==> src/rtl/pal_pkg.sv <==
// Shared definitions for the palindrome range scanner and the analyzer top-level wiring.
package pal_pkg;

  localparam int PAL_WIDTH   = 32;
  localparam int PAL_TIMEOUT = 64;

  typedef enum logic [2:0] {
    ST_IDLE,
    ST_LOAD,
    ST_RUN,
    ST_RECORD,
    ST_NEXT,
    ST_DONE
  } scan_state_t;

endpackage

==> src/rtl/pal_scan_watchdog.sv <==
// Down-counter guarding one number's RUN phase; expired flags the final allowed RUN cycle.
module pal_scan_watchdog #(
  parameter int TIMEOUT = 64
) (
  input  logic clock,
  input  logic reset,
  input  logic load,
  input  logic tick,
  output logic expired
);

  localparam int CW = $clog2(TIMEOUT + 1);

  logic [CW-1:0] count;

  always_ff @(posedge clock) begin
    if (!reset) begin
      count <= '0;
    end else if (load) begin
      count <= CW'(TIMEOUT);
    end else if (tick && count != '0) begin
      count <= count - 1'b1;
    end
  end

  assign expired = (count == CW'(1));

endmodule

==> src/rtl/pal_range_scanner.sv <==
// Walks an inclusive unsigned range, feeding each number to pal_number_analyzer and tallying palindromes.
// Optional RUN watchdog compiled in with PAL_SCAN_TIMEOUT_EN.
module pal_range_scanner
  import pal_pkg::*;
#(
  parameter int WIDTH   = PAL_WIDTH,
  parameter int COUNT_W = 16,
  parameter int TIMEOUT = PAL_TIMEOUT
) (
  input  logic               clock,
  input  logic               reset,
  input  logic               start,
  input  logic [WIDTH-1:0]   range_lo,
  input  logic [WIDTH-1:0]   range_hi,
  output logic [WIDTH-1:0]   ana_number,
  output logic               ana_enable,
  input  logic               ana_ready,
  input  logic               ana_is_pal,
  output logic               busy,
  output logic               done,
  output logic [COUNT_W-1:0] pal_count,
  output logic [WIDTH-1:0]   last_pal,
  output logic               error
);

  scan_state_t        state, state_next;
  logic [WIDTH-1:0]   cur;
  logic [WIDTH-1:0]   hi_q;
  logic               run_first;
  logic               ready_ok;
  logic               wd_fire;

  // The analyzer was just held in reset by LOAD, so a ready seen on the first RUN cycle is stale.
  assign ready_ok = ana_ready && !run_first;

`ifdef PAL_SCAN_TIMEOUT_EN
  logic wd_expired;
  logic error_q;

  pal_scan_watchdog #(.TIMEOUT(TIMEOUT)) u_watchdog (
    .clock   (clock),
    .reset   (reset),
    .load    (state == ST_LOAD),
    .tick    (state == ST_RUN),
    .expired (wd_expired)
  );

  assign wd_fire = (state == ST_RUN) && !ready_ok && wd_expired;
  assign error   = error_q;

  always_ff @(posedge clock) begin
    if (!reset) begin
      error_q <= 1'b0;
    end else if ((state == ST_IDLE || state == ST_DONE) && start) begin
      error_q <= 1'b0;
    end else if (wd_fire) begin
      error_q <= 1'b1;
    end
  end
`else
  assign wd_fire = 1'b0;
  assign error   = 1'b0;
`endif

  always_comb begin
    state_next = state;
    case (state)
      ST_IDLE, ST_DONE: begin
        if (start) state_next = (range_lo > range_hi) ? ST_DONE : ST_LOAD;
      end
      ST_LOAD:   state_next = ST_RUN;
      ST_RUN: begin
        if (ready_ok)     state_next = ST_RECORD;
        else if (wd_fire) state_next = ST_DONE;
      end
      ST_RECORD: state_next = ST_NEXT;
      ST_NEXT:   state_next = (cur == hi_q) ? ST_DONE : ST_LOAD;
      default:   state_next = ST_IDLE;
    endcase
  end

  always_ff @(posedge clock) begin
    if (!reset) begin
      state     <= ST_IDLE;
      cur       <= '0;
      hi_q      <= '0;
      run_first <= 1'b0;
      pal_count <= '0;
      last_pal  <= '0;
    end else begin
      state <= state_next;
      case (state)
        ST_IDLE, ST_DONE: begin
          if (start) begin
            cur       <= range_lo;
            hi_q      <= range_hi;
            pal_count <= '0;
            last_pal  <= '0;
          end
        end
        ST_LOAD: run_first <= 1'b1;
        ST_RUN:  run_first <= 1'b0;
        ST_RECORD: begin
          if (ana_is_pal) begin
            if (pal_count != '1) pal_count <= pal_count + 1'b1;
            last_pal <= cur;
          end
        end
        // Compare before incrementing so an all-ones upper bound terminates cleanly.
        ST_NEXT: begin
          if (cur != hi_q) cur <= cur + 1'b1;
        end
        default: ;
      endcase
    end
  end

  assign ana_number = cur;
  assign ana_enable = (state == ST_RUN);
  assign busy       = (state == ST_LOAD) || (state == ST_RUN) ||
                      (state == ST_RECORD) || (state == ST_NEXT);
  assign done       = (state == ST_DONE);

endmodule

==> config.mk <==
export PLATFORM = sky130hd
export DESIGN_NAME = pal_range_scanner
export DESIGN_NICKNAME = d
export VERILOG_FILES = /design/src/rtl/pal_pkg.sv /design/src/rtl/pal_scan_watchdog.sv /design/src/rtl/pal_range_scanner.sv
export SDC_FILE = /design/constraint.sdc
export NUM_CORES = 1
export LEC_CHECK = 0
export BUFFER_PORTS_ARGS = -buffer_cell sky130_fd_sc_hd__buf_4
export CORE_MARGIN = 3
export CORE_UTILIZATION = 49
export DETAILED_ROUTE_END_ITERATION = 16
export PLACE_DENSITY = 0.72
export SETUP_SLACK_MARGIN = 0.15
export SLEW_MARGIN = 30
export SYNTH_ARGS = -nofsm -noshare
export SYNTH_HDL_FRONTEND = slang
export SYNTH_SLANG_ARGS = --single-unit
==> constraint.sdc <==
create_clock -name clock -period 2.2 [get_ports clock]
set_clock_uncertainty 0.05 [all_clocks]
set_input_delay 0.11 -clock clock [delete_from_list [all_inputs] [get_ports clock]]
set_output_delay 0.11 -clock clock [all_outputs]
set_load 0.01 [all_outputs]
; ---- Word-level counts from Yosys, hierarchy flattened
; Index checks and enable logic that the tools add are counted.
[op_classes]
n_lt_le_gt_ge = 1
add_sub_neg = 2
mux = 16
eq_ne = 13
reduce_logical = 15
[ops]
columns = operator, n
row1 = 32-bit 2-to-1 mux, 4
row2 = 32-bit one-hot mux with 2 select lines, 2
row3 = 16-bit 2-to-1 mux, 3
row4 = "32-bit by 1-bit adder with 32-bit output, second input constant", 1
row5 = 32-bit equality test, 1
row6 = 32-bit greater-than comparator, 1
row7 = 32-bit != test, 1
row8 = 16-bit one-hot mux with 2 select lines, 1
row9 = "16-bit by 1-bit adder with 16-bit output, second input constant", 1
row10 = "16-bit != test, second input constant", 1
row11 = 3-bit one-hot mux with 5 select lines, 1
row12 = 3-bit 2-to-1 mux, 4
row13 = "2-bit != test, second input constant", 4
row14 = "3-bit by 2-bit equality test with 1-bit output, second input constant", 2
row15 = "3-bit equality test, second input constant", 2
row16 = 3-bit AND reduction, 2
row17 = 2-bit nonzero test, 3
row18 = 2-bit AND reduction, 2
row19 = 4-bit AND reduction, 1
row20 = "3-bit by 1-bit equality test with 1-bit output, second input constant", 1
row21 = 3-bit zero test, 1
row22 = 1-bit logical OR, 3
row23 = "2-bit by 1-bit != test with 1-bit output, second input constant", 1
row24 = 1-bit one-hot mux with 2 select lines, 1
row25 = 3 further kinds, 3
[word_totals]
ff_bits = 116
wordCells = 53
output_inout_bits = 84

; ---- Logic depth before layout (Yosys ltp)
[logic_depth]
depth_word = 4
depth_mapped = 9
ltp_nobuf = 8

; ---- Least setup slack after synthesis
; OpenSTA, ideal clock, no wires.
[synth_path]
path_type = reg-to-reg
startpoint = reg cur[0], in the netlist ana_number[0]
endpoint = reg cur[26], in the netlist ana_number[26]
synth_period_minus_slack_ns = 2.293
t_arrival_ns = 2.183
path_stages_with_launch = 8
setup_ns = 0.060
path_slack_ns = -0.093
cell_sequence = dfxtp_1 > ha_1 > nand3_2 > or4_1 > nor3_1 > a31oi_1 > nor4_1 > a311o_1
[synth_via]
elab_chain_cells = 3
word_cells_on_any_way = 6
cone_classes = add/sub (1) / eq/ne (2) / mux (2) / reduce/logical (1)
[synth_rtl]
columns = item, line
row1 = from (decl), pal_range_scanner.sv:27  ; logic [WIDTH-1:0] cur;
row2 = from (signal assigned), pal_range_scanner.sv:95  ; cur <= range_lo;
row3 = from (signal assigned), pal_range_scanner.sv:111  ; if (cur != hi_q) cur <= cur + 1'b1;
row4 = 32-bit by 1-bit adder with 32-bit output or 32-bit != test (tied branches), pal_range_scanner.sv:111
row5 = 32-bit 2-to-1 mux or 2-bit != test (tied branches), n/a
row6 = 32-bit one-hot mux with 2 select lines or 3-bit AND reduction (tied branches), n/a
; Several ways; a longest one is shown, not always the timed one. The select of a mux whose other input is x is not followed.
; A chain may end at the register's enable or synchronous reset.

; ---- Worst setup path after layout
[layout_path]
startpoint = reg hi_q[25]
endpoint = reg cur[24], in the netlist ana_number[24]
[layout_via]
elab_chain_cells = 3
[layout_rtl]
columns = item, line
row1 = from (decl), pal_range_scanner.sv:28  ; logic [WIDTH-1:0] hi_q;
row2 = from (signal assigned), pal_range_scanner.sv:96  ; hi_q <= range_hi;
row3 = 32-bit != test, pal_range_scanner.sv:111
row4 = 2-bit != test (no line), n/a
row5 = 3-bit AND reduction (no line), n/a
; No other way between the ends.

==> key figures <==
Worst hold path
  – Worst hold path type: in -> reg
  – Min-delay src: range_lo[29]
  – Min-Delay Path Depth: 3
  – Hold Path End: ana_number[29]

Route
  – Vias: 7455
  – Via-per-instance ratio: 5.815
  – Post-DR wirelength/cell: 18.13 um
  – Post-route ant nets: 0
  – Pre-Repair DR Iteration Count: 6
  – # DRC: 0
  – First DRT Iteration DRCs: 634
  – Final wirelength: 23.24 mm

Yosys
  – Syn. warnings: 0
  – Post-synth EDFFs: 0
  – Post-synth cell types: 54
  – Register bit count reported by yosys: 116
  – Xor-xnor portion of the synthesized cell area: 6.433%
  – Mapped Nets: 986
  – Adder-Cell Fraction of Synth Area: 6.377%
  – Most frequent cell after synthesis: nand2_1
  – Post-Syn Area: 6671 sq um
  – Leading area contributor after synthesis: dfxtp_1
  – Sequential-to-total area share from yosys stat: 34.81%
  – Simple-gate area share of the yosys netlist: 24.55%
  – Largest family of logic cells by synthesized area: simple AND/OR/NAND/NOR gates
  – Mux cell area share after synthesis: 0.3001%
  – Ys flop type: dfxtp_1
  – Synth Area in Compound Gates: 20.71%
  – Avg Cell Area, Syn: 7.555 sq um
  – Commonest cells in the netlist: 175 x nand2_1, 116 x dfxtp_1, 106 x a21oi_1
  – Area fraction of the dominant cell type after synthesis: 34.81%
  – Synth async-reset ratio: 0%
  – Gate Count Post-Synth: 883
  – Top post-synthesis cells by area: dfxtp_1 35%, nand2_1 9.8%, a21oi_1 8.0%

Placement
  – Cells after DPL: 1209
  – PortBufs: 151
  – Final HPWL DP: 16.22 mm
  – Routability Congestion: 0.9581

Worst setup path
  – Max incr delay on CP: 0.41 ns
  – R2r endpoint: ana_number[24]
  – CP Capture Type: flop
  – Crit path cell chain: xor2_1, nor4_1, nand2_1, nor4_4, buf_2, nor3_1, o221a_2
  – Worst Path Buf+Inv: 1
  – Max FO, Critical Path: 6
  – R2R cell count: 7
  – WS Path Type: reg -> reg
  – Critical path required time: 2.46 ns
  – Cell family with most CP delay: simple AND/OR/NAND/NOR gates
  – Slowest stage cell, crit path: nor4_4
  – Critical Path Source Type: flop
  – Crit path DAT: 2.36 ns
  – Reg-to-Reg Start: hi_q[25]
  – Reg2reg setup slack: 0.10 ns

Power and ir drop
  – Lkg Pwr: 0.004083 uW
  – NetSw: 2184 uW
  – PD cells: 746.7 nW/um^2
  – Comb pwr share: 26.0%
  – Net switching fraction of the power: 30.56%
  – Peak supply drop: 0.4295 mV
  – Power Internal: 4963 uW
  – Clock network power share: 39.8%
  – Seq pwr share: 34.2%
  – Total power: 7147 uW

STA
  – Fin crit share: 95.41%
  – Final Max Slew Viols: 0
  – Relative slew margins: 59.56%
  – Final setup violation count: 0
  – Fmax: 0.4764 GHz
  – RSZ-0062 raised after global routing: yes
  – Slew @ Worst Pin: 0.6065 ns
  – Final hold violations: 0
  – Minimum clock period: 2.099 ns
  – Hold WS: 0.01525 ns

Die
  – Die width: 122.7 um
  – Die Span Y: 122.7 um
  – Initial Util: 50.18%
  – Standard-cell rows: 42
  – Core footprint: 13300 sq um
  – Die area: 15050 sq um
  – Number of top-level pins: 153

Global routing
  – GRT Util Overall: 29.87%
  – Total gr overflow: 0
  – M2 GR Usage: 45.37%
  – Most used routing layer: met2
  – Largest net degree at the start of global routing: 57
  – First-pass GRT wire length: 35.08 mm
  – Global Route met1 Usage: 40.80%
  – Vias in the first global route: 6795
  – Initial antenna violation count: 1
  – GR Util met3: 7.281%

Layout
  – Fill count: 1106
  – Final core area utilization: 71.99%
  – Sequential cell area: 2344 sq um
  – Layout area overhead: 43.47%
  – Inserted Diodes: 0
  – Area occupied by multi-input gates: 4138 sq um
  – Final Non-Filler Cells: 1282
  – Layout Nets: 1197
  – Share of layout cells above drive strength 1: 28.93%

Outcome
  – Status: finished clean

Clocking
  – # clock sinks: 116
  – H-tree depth: 4
  – Worst skew pair latency: 0.42 ns
  – Clk pin slew, worst setup/hold paths: 0.06 ns
  – Max Root-Sink Buffers: 2
  – CTS tree: yes
  – CTS Buf Count: 17
  – CTS root buf: clkbuf_16

Job
  – Max_cap viols: 0
## tightest hold or removal path, cell delays in order
cell and delay (ns):
buf_4 0.13, a21oi_1 0.12, o31ai_1 0.07
## power by group through the flow
| stage | combinational [uW] | clock [uW] | sequential [uW] |
|---|---|---|---|
| after CTS | 1750 | 2870 | 2430 |
| after global routing | 2000 | 2970 | 2450 |
| after floorplan | 896 | 0 | 2470 |
| after detailed placement | 1660 | 0 | 2460 |
| after global placement | 1660 | 0 | 2460 |
| final | 1860 | 2850 | 2440 |
## cells in the final DEF (no fill, tap or decap), drive strengths merged, types with 3 or more instances in the layout
cell,count
nor2b,5
xor2,27
nand2,175
nor2,47
buf,227
xnor2,22
a21oi,106
a211oi,5
nor3,16
nor4,30
nand3,23
bufinv,4
inv,37
o21a,6
nand4,19
o31ai,18
a21o,3
dlygate4sd3,37
o41ai,3
o311ai,9
dfxtp,116
nand2b,4
clkbuf,21
a31oi,9
and2,5
o221a,5
o21ai,24
ha,34
and4,6
clkinv,5
and3,9
o211ai,19
## registers in the layout, summed over array words and instances, names as in the netlist
signal and flops:
ana_number 32, hi_q 32, state 3, last_pal 32
run_first 1, pal_count 16
## through the flow
step                      worst slack, ns  cell area, sq um  setup TNS (ns)
after global routing             -0.03440              9572         -0.1839
after global placement           -0.02773              8307        -0.03917
final                              0.1010              9572               0
after detailed placement         -0.02586              8307        -0.03661
after CTS                          0.1209              9390               0
after floorplan                    0.1016              6708               0
## worst max-delay path by stage
stage | start | endpoint | depth (start not counted) | slack (ns)
2_1_floorplan | ana_number[1] | ana_number[26] | 7 | 0.10
5_1_grt | hi_q[25] | ana_number[0] | 7 | -0.03
3_5_place_dp | state[0] | ana_number[26] | 7 | -0.03
6_report | hi_q[25] | ana_number[24] | 7 | 0.10
4_1_cts | hi_q[23] | ana_number[21] | 7 | 0.12
3_3_place_gp | state[0] | ana_number[26] | 7 | -0.03
## kinds of logic after synthesis
| kind of cell | Yosys count |
|---|---|
| mux | 2 |
| flops | 116 |
| simple gates | 350 |
| compound gates | 222 |
| buf+inv | 109 |
| fa+ha+maj | 34 |
| other cells | 1 |
| xor+xnor | 49 |
## layer usage
layer | wire [um] | vias to the layer above
met5 | 13 | -
met2 | 10380 | 386
met1 | 9907 | 3467
met3 | 2289 | 56
met4 | 655 | 2
li1 | - | 3544
## final cells by class
cell class                      instances  share of cell area [%]
Clock buffer                           20                   4.562
Inverter                               36                   1.412
Clock inverter                         11                   1.660
Sequential cell                       116                   24.48
Timing Repair Buffer                  265                   22.35
Tap cell                              176                   2.301
Multi-Input combinational cell        658                   43.23
## what timing repair did
item	in CTS	in global routing
endpoints found under the setup margin	33	48
hold buffers	37	0
hold endpoints to repair	37	0
cloned	1	2
gates resized for setup	27	35
setup buffers	1	1
pin swaps	9	15
Power figures use the tool's default switching activity.
